## src/rtl/ref_pkg.sv

```systemverilog
// ref_pkg: refresh thresholds shared by the refresh timer and by the RAM/FSB
// refresh arbitration, so every block agrees on the same interval and urgency limits.
package ref_pkg;

    localparam int unsigned DEF_REF_PERIOD  = 375;  // CLK_FSB cycles per refresh tick
    localparam int unsigned DEF_URGENT_AGE  = 128;  // unserviced RefReq cycles before urgent
    localparam int unsigned DEF_URGENT_PEND = 2;    // owed count that forces urgent
    localparam int unsigned DEF_MAX_PEND    = 7;    // owed-count saturation value
    localparam int unsigned DEF_INIT_REFS   = 8;    // power-up refresh burst

    localparam int unsigned PEND_W = 3;

    // Power-up burst can never exceed what the owed counter is able to hold.
    function automatic int unsigned clip_init(input int unsigned init, input int unsigned lim);
        return (init > lim) ? lim : init;
    endfunction

endpackage

```

## src/rtl/ref_div.sv

```systemverilog
// ref_div: reloadable down-counter that produces the refresh interval tick.
//   clk_i   - clock
//   rst_ni  - asynchronous active-low reset; counter loads Period-1
//   en_i    - 1 = count down, 0 = hold
//   tick_o  - one-cycle pulse in the enabled cycle where the counter is at zero
module ref_div #(
    parameter int unsigned Period = 375
) (
    input  logic clk_i,
    input  logic rst_ni,
    input  logic en_i,
    output logic tick_o
);

    localparam int unsigned DivW = (Period > 1) ? $clog2(Period) : 1;
    localparam logic [DivW-1:0] Reload = DivW'(Period - 1);

    logic [DivW-1:0] div_q, div_d;

    always_comb begin
        div_d  = div_q;
        tick_o = 1'b0;
        if (en_i) begin
            if (div_q == '0) begin
                div_d  = Reload;
                tick_o = 1'b1;
            end else begin
                div_d = div_q - 1'b1;
            end
        end
    end

    always_ff @(posedge clk_i or negedge rst_ni) begin
        if (!rst_ni) begin
            div_q <= Reload;
        end else begin
            div_q <= div_d;
        end
    end

endmodule

```

## src/rtl/ref_timer.sv

```systemverilog
// ref_timer: DRAM refresh timer. Counts refresh intervals, keeps a saturating count
// of owed refreshes, escalates to urgent on backlog or on a stale request, and owes
// the power-up refresh burst after every reset.
//   CLK_FSB   - FSB clock
//   nRES      - asynchronous active-low reset
//   RefAck    - one-cycle pulse: RAM committed one refresh
//   RefEn     - 1 = interval counter runs; owed refreshes are requested regardless
//   RefReq    - registered; owed count is non-zero
//   RefUrgent - registered; FSB must stall new accesses and grant refresh
//   RefLost   - registered, sticky until reset; a tick arrived with the counter full
//   Pend      - registered owed-refresh count
module ref_timer
    import ref_pkg::*;
#(
    parameter int unsigned REF_PERIOD  = DEF_REF_PERIOD,
    parameter int unsigned URGENT_AGE  = DEF_URGENT_AGE,
    parameter int unsigned URGENT_PEND = DEF_URGENT_PEND,
    parameter int unsigned MAX_PEND    = DEF_MAX_PEND,
    parameter int unsigned INIT_REFS   = DEF_INIT_REFS
) (
    input  logic              CLK_FSB,
    input  logic              nRES,
    input  logic              RefAck,
    input  logic              RefEn,
    output logic              RefReq,
    output logic              RefUrgent,
    output logic              RefLost,
    output logic [PEND_W-1:0] Pend
);

    localparam int unsigned AgeW = $clog2(URGENT_AGE + 1);
    localparam logic [AgeW-1:0]   AgeMax   = AgeW'(URGENT_AGE);
    localparam logic [PEND_W-1:0] MaxPend  = PEND_W'(MAX_PEND);
    localparam logic [PEND_W-1:0] InitPend = PEND_W'(clip_init(INIT_REFS, MAX_PEND));

    if (MAX_PEND == 0 || MAX_PEND > (2 ** PEND_W) - 1) begin : g_bad_max_pend
        $error("ref_timer: MAX_PEND must be in 1..%0d", (2 ** PEND_W) - 1);
    end
    if (URGENT_AGE == 0) begin : g_bad_urgent_age
        $error("ref_timer: URGENT_AGE must be at least 1");
    end

    logic              tick;
    logic [PEND_W-1:0] pend_q, pend_d;
    logic [AgeW-1:0]   age_q, age_d;
    logic              req_q, req_d;
    logic              urg_q, urg_d;
    logic              lost_q, lost_d;

    ref_div #(
        .Period (REF_PERIOD)
    ) u_div (
        .clk_i  (CLK_FSB),
        .rst_ni (nRES),
        .en_i   (RefEn),
        .tick_o (tick)
    );

    always_comb begin
        pend_d = pend_q;
        lost_d = lost_q;
        age_d  = age_q;

        // A tick and an ack in the same cycle cancel, even with the counter full.
        if (tick && !RefAck) begin
            if (pend_q == MaxPend) begin
                lost_d = 1'b1;
            end else begin
                pend_d = pend_q + 1'b1;
            end
        end else if (!tick && RefAck && pend_q != '0) begin
            pend_d = pend_q - 1'b1;
        end

        // Age tracks how long the current request has gone unserviced.
        if (RefAck || pend_q == '0) begin
            age_d = '0;
        end else if (age_q != AgeMax) begin
            age_d = age_q + 1'b1;
        end

        // Outputs are decoded from next state so they register alongside it.
        req_d = (pend_d != '0);
        urg_d = (32'(pend_d) >= URGENT_PEND) || (age_d == AgeMax);
    end

    always_ff @(posedge CLK_FSB or negedge nRES) begin
        if (!nRES) begin
            pend_q <= InitPend;
            age_q  <= '0;
            req_q  <= 1'b0;
            urg_q  <= 1'b0;
            lost_q <= 1'b0;
        end else begin
            pend_q <= pend_d;
            age_q  <= age_d;
            req_q  <= req_d;
            urg_q  <= urg_d;
            lost_q <= lost_d;
        end
    end

    assign RefReq    = req_q;
    assign RefUrgent = urg_q;
    assign RefLost   = lost_q;
    assign Pend      = pend_q;

endmodule

```

## config.mk

```make
export PLATFORM = sky130hd
export DESIGN_NAME = ref_timer
export DESIGN_NICKNAME = d
export VERILOG_FILES = /design/src/rtl/ref_pkg.sv /design/src/rtl/ref_div.sv /design/src/rtl/ref_timer.sv
export SDC_FILE = /design/constraint.sdc
export NUM_CORES = 1
export LEC_CHECK = 0
export CAP_MARGIN = 20
export CORE_AREA = 5 5 50 74
export DETAILED_ROUTE_END_ITERATION = 10
export DIE_AREA = 0 0 55 79
export PLACE_DENSITY = 0.72
export SYNTH_ARGS = -nofsm -noshare
export SYNTH_HDL_FRONTEND = slang
export SYNTH_SLANG_ARGS = --single-unit
```

## constraint.sdc

```tcl
create_clock -name CLK_FSB -period 1.75 [get_ports CLK_FSB]
set_input_delay 0.4375 -clock CLK_FSB [delete_from_list [all_inputs] [get_ports CLK_FSB]]
set_output_delay 0.4375 -clock CLK_FSB [all_outputs]
set_load 0.005 [all_outputs]
```

==> impl_metrics.env <==
export IMPL_finalWeightedCongestion=0.796
export IMPL_crit_required_ns=1.91
export IMPL_clkSinkCount=23
export IMPL_drtIter0Drc=59
export IMPL_fin_ws_ns=-0.175
export IMPL_cpMaxStageDelayCell="or4bb_4"
export IMPL_drc=0
export IMPL_wl_met2_mm=2.53
export IMPL_slew_violations=0
export IMPL_grt_pass1_wl_mm=6.79
export IMPL_area_growth_pct=46.9
export IMPL_core_area_mm2=0.00303
export IMPL_grt_pass1_vias=1529
export IMPL_min_path_cells=1
export IMPL_syn_nets=164
export IMPL_root_buffer="clkbuf_8"
export IMPL_status="finished, violations left"
export IMPL_drt_total_wl_mm=4.25
export IMPL_ys_types=50
export IMPL_cp_arrival_ns=2.08
export IMPL_setup_viol=13
export IMPL_cp_max_fo=3
export IMPL_m1WireLength_mm=1.42
export IMPL_tightest_slew_ns=0.488
export IMPL_min_path_type="flip-flop to flip-flop"
export IMPL_vias_per_cell=5.82
export IMPL_fp_dieH_um=79
export IMPL_post_drt_wl_per_cell_um=17.4
export IMPL_hpwl_mm=2.90
export IMPL_ys_async_sr_fraction_pct=100
export IMPL_reg2reg_depth=6
export IMPL_final_cell_area_mm2=0.00217
export IMPL_die_width_um=55
export IMPL_io_buffers=9
export IMPL_syn_area_mm2=0.00148
export IMPL_crit_path_end_kind="flip-flop"
export IMPL_max_stage_delay_ns=0.51
export IMPL_routed_top_layer="met4"
export IMPL_leakagePower_nw=0.967
export IMPL_fin_crit_sh_pct=110
export IMPL_power_density_mw_per_mm2=1330
export IMPL_final_util_pct=71.7
export IMPL_htreeDepth=1
export IMPL_drv_cap=0
export IMPL_cts_hold_buf=0
export IMPL_p_total_mw=2.90
export IMPL_hold_slack_ns=0.491
export IMPL_final_layout_size_suffix_gt1_share_pct=47.5
export IMPL_grtUsageTotal_pct=21.5
export IMPL_violations="setup timing"
export IMPL_synth_edf_count=0
export IMPL_synth_cells=153
export IMPL_synth_seq_cells=23
export IMPL_final_hold_viol_count=0
export IMPL_num_rows=25
export IMPL_cts_clk_slew_worst_paths_ns=0.08
export IMPL_start_kind="flip-flop"
export IMPL_crit_type="flip-flop to flip-flop"
export IMPL_gr_total_overflow=0
export IMPL_final_common_cell="buf_4"
export IMPL_post_route_min_period_ns=1.92
export IMPL_firstDrtPassIters=4
export IMPL_ys_seq_area_share_pct=39.6
export IMPL_ys_warn_count=0
export IMPL_cts_path_max_buffers=2
export IMPL_rsz0062_at_grt="true"
export IMPL_crit_chain="inv_2 -> ha_4 -> or4bb_4 -> o311ai_4 -> o32ai_2 -> o311ai_1"
export IMPL_diodes=0
export IMPL_clkLatencyLatePin_ns=0.27
export IMPL_avgSynthCellArea_um2=9.67
export IMPL_numCtsBuffers=3
export IMPL_fin_nets=216
export IMPL_num_vias=1420
export IMPL_cts_tree="yes"
export IMPL_dpl_instance_area_mm2=0.00189
export IMPL_antenna_found_initial=0
export IMPL_dieArea_mm2=0.00435
export IMPL_layout_common_cells="39 x buf_4, 14 x dfrtp_1, 9 x dfstp_2, 9 x nor2_1"
export IMPL_ios=10
export IMPL_initial_core_util_pct=48.8
export IMPL_skew_ns=0.00494
export IMPL_grt_max_degree=24
export IMPL_synth_ff_type="dfrtp_1"
export IMPL_wl_met3_um=141
export IMPL_slew_headroom_pct=67.2
export IMPL_max_freq_ghz=0.520
export IMPL_max_vdd_ir_drop_v=0.000748
export IMPL_drtAntennaViolNets=0
## metrics by stage
stage,worst slack [ns],std cells,TNS [ns]
6_report,-0.175,244,-0.974
2_1_floorplan,-0.0546,153,-0.0960
3_5_place_dp,-0.296,228,-1.92
4_1_cts,-0.169,240,-0.599
3_3_place_gp,-0.231,228,-1.40
5_1_grt,-0.235,244,-1.89
## critical path: cells and delay by family, from the launching register on
kind	cells	cell delay, ns
compound gates	3	0.69
fa+ha+maj	1	0.14
buf+inv	1	0.08
flops	1	0.40
simple gates	1	0.51
## layout make-up
| type | instances | area [um^2] |
|---|---|---|
| tap | 40 | 50.0 |
| clock buffer | 4 | 45.0 |
| inverter | 13 | 48.8 |
| timing repair buffer | 55 | 462 |
| sequential | 23 | 587 |
| multi-input combinational | 109 | 982 |
| fill | 235 | 860 |
## state kept, by name, indices dropped and copies added (netlist names)
register / cells
RefUrgent: 1
u_div.div_q: 9
RefLost: 1
age_q: 8
RefReq: 1
Pend: 3
## where the power goes
part	internal (mW)	switching, mW	total (mW)
Sequential	0.774	0.174	0.948
Combinational	0.841	0.768	1.61
Clock	0.163	0.176	0.338
Total	1.78	1.12	2.90
## what timing repair did
item,CTS,global route
endpoints found under the hold margin,0,0
setup buffers,8,5
endpoints found under the setup margin,15,16
resized for setup,24,15
pin swaps,9,11
## worst paths after layout
check / startpoint / to / slack (ns)
worst max-delay path: age_q[0] / RefUrgent / -0.17
worst min-delay path: RefLost / RefLost / 0.49
worst max register to register: age_q[0] / RefUrgent / -0.17
worst min register to register: RefLost / RefLost / 0.49
max in group asynchronous: nRES / Pend[1] / 0.93
min in group asynchronous: nRES / age_q[2] / 0.51
## cells by family after synthesis
family | synth area share, %
simple gates | 23.6
compound gates | 18.8
flops | 39.6
buf+inv | 6.00
xor+xnor | 4.73
fa+ha+maj | 5.92
mux | 1.35
## layer usage
layer	up-vias	global-route usage, %
li1	661	-
met1	711	18.9
met2	35	42.7
met3	13	2.81
met4	0	11.2
met5	-	0
## Yosys cell counts, types with 2 or more instances
master    number  area share (%)
dfrtp_1       14              24
nor2b_1        2            0.85
and2_1         2            0.85
nand3_1        4             1.4
o21ai_0        6             2.0
nor2_1        12             3.0
nor3_1         5             1.7
ha_1           7             5.9
and3_1         4             1.7
and3_2         2             1.0
nand2_1        6             1.5
xnor2_1        5             3.0
or2_2          2            0.85
buf_2          2            0.68
xor2_1         3             1.8
clkbuf_1       5             1.3
mux2i_1        2             1.4
a21oi_1        6             2.0
o31ai_1        2             1.0
o311ai_1       3             1.8
inv_1         13             3.3
nand2b_1       4             1.7
or3_1          2            0.85
a211oi_1       2             1.0
a31oi_1        2            0.85
o211ai_2       2             1.7
or4bb_1        2             1.5
dfstp_2        9              16
nand4_1        2            0.85
Power figures use the tool's default switching activity.
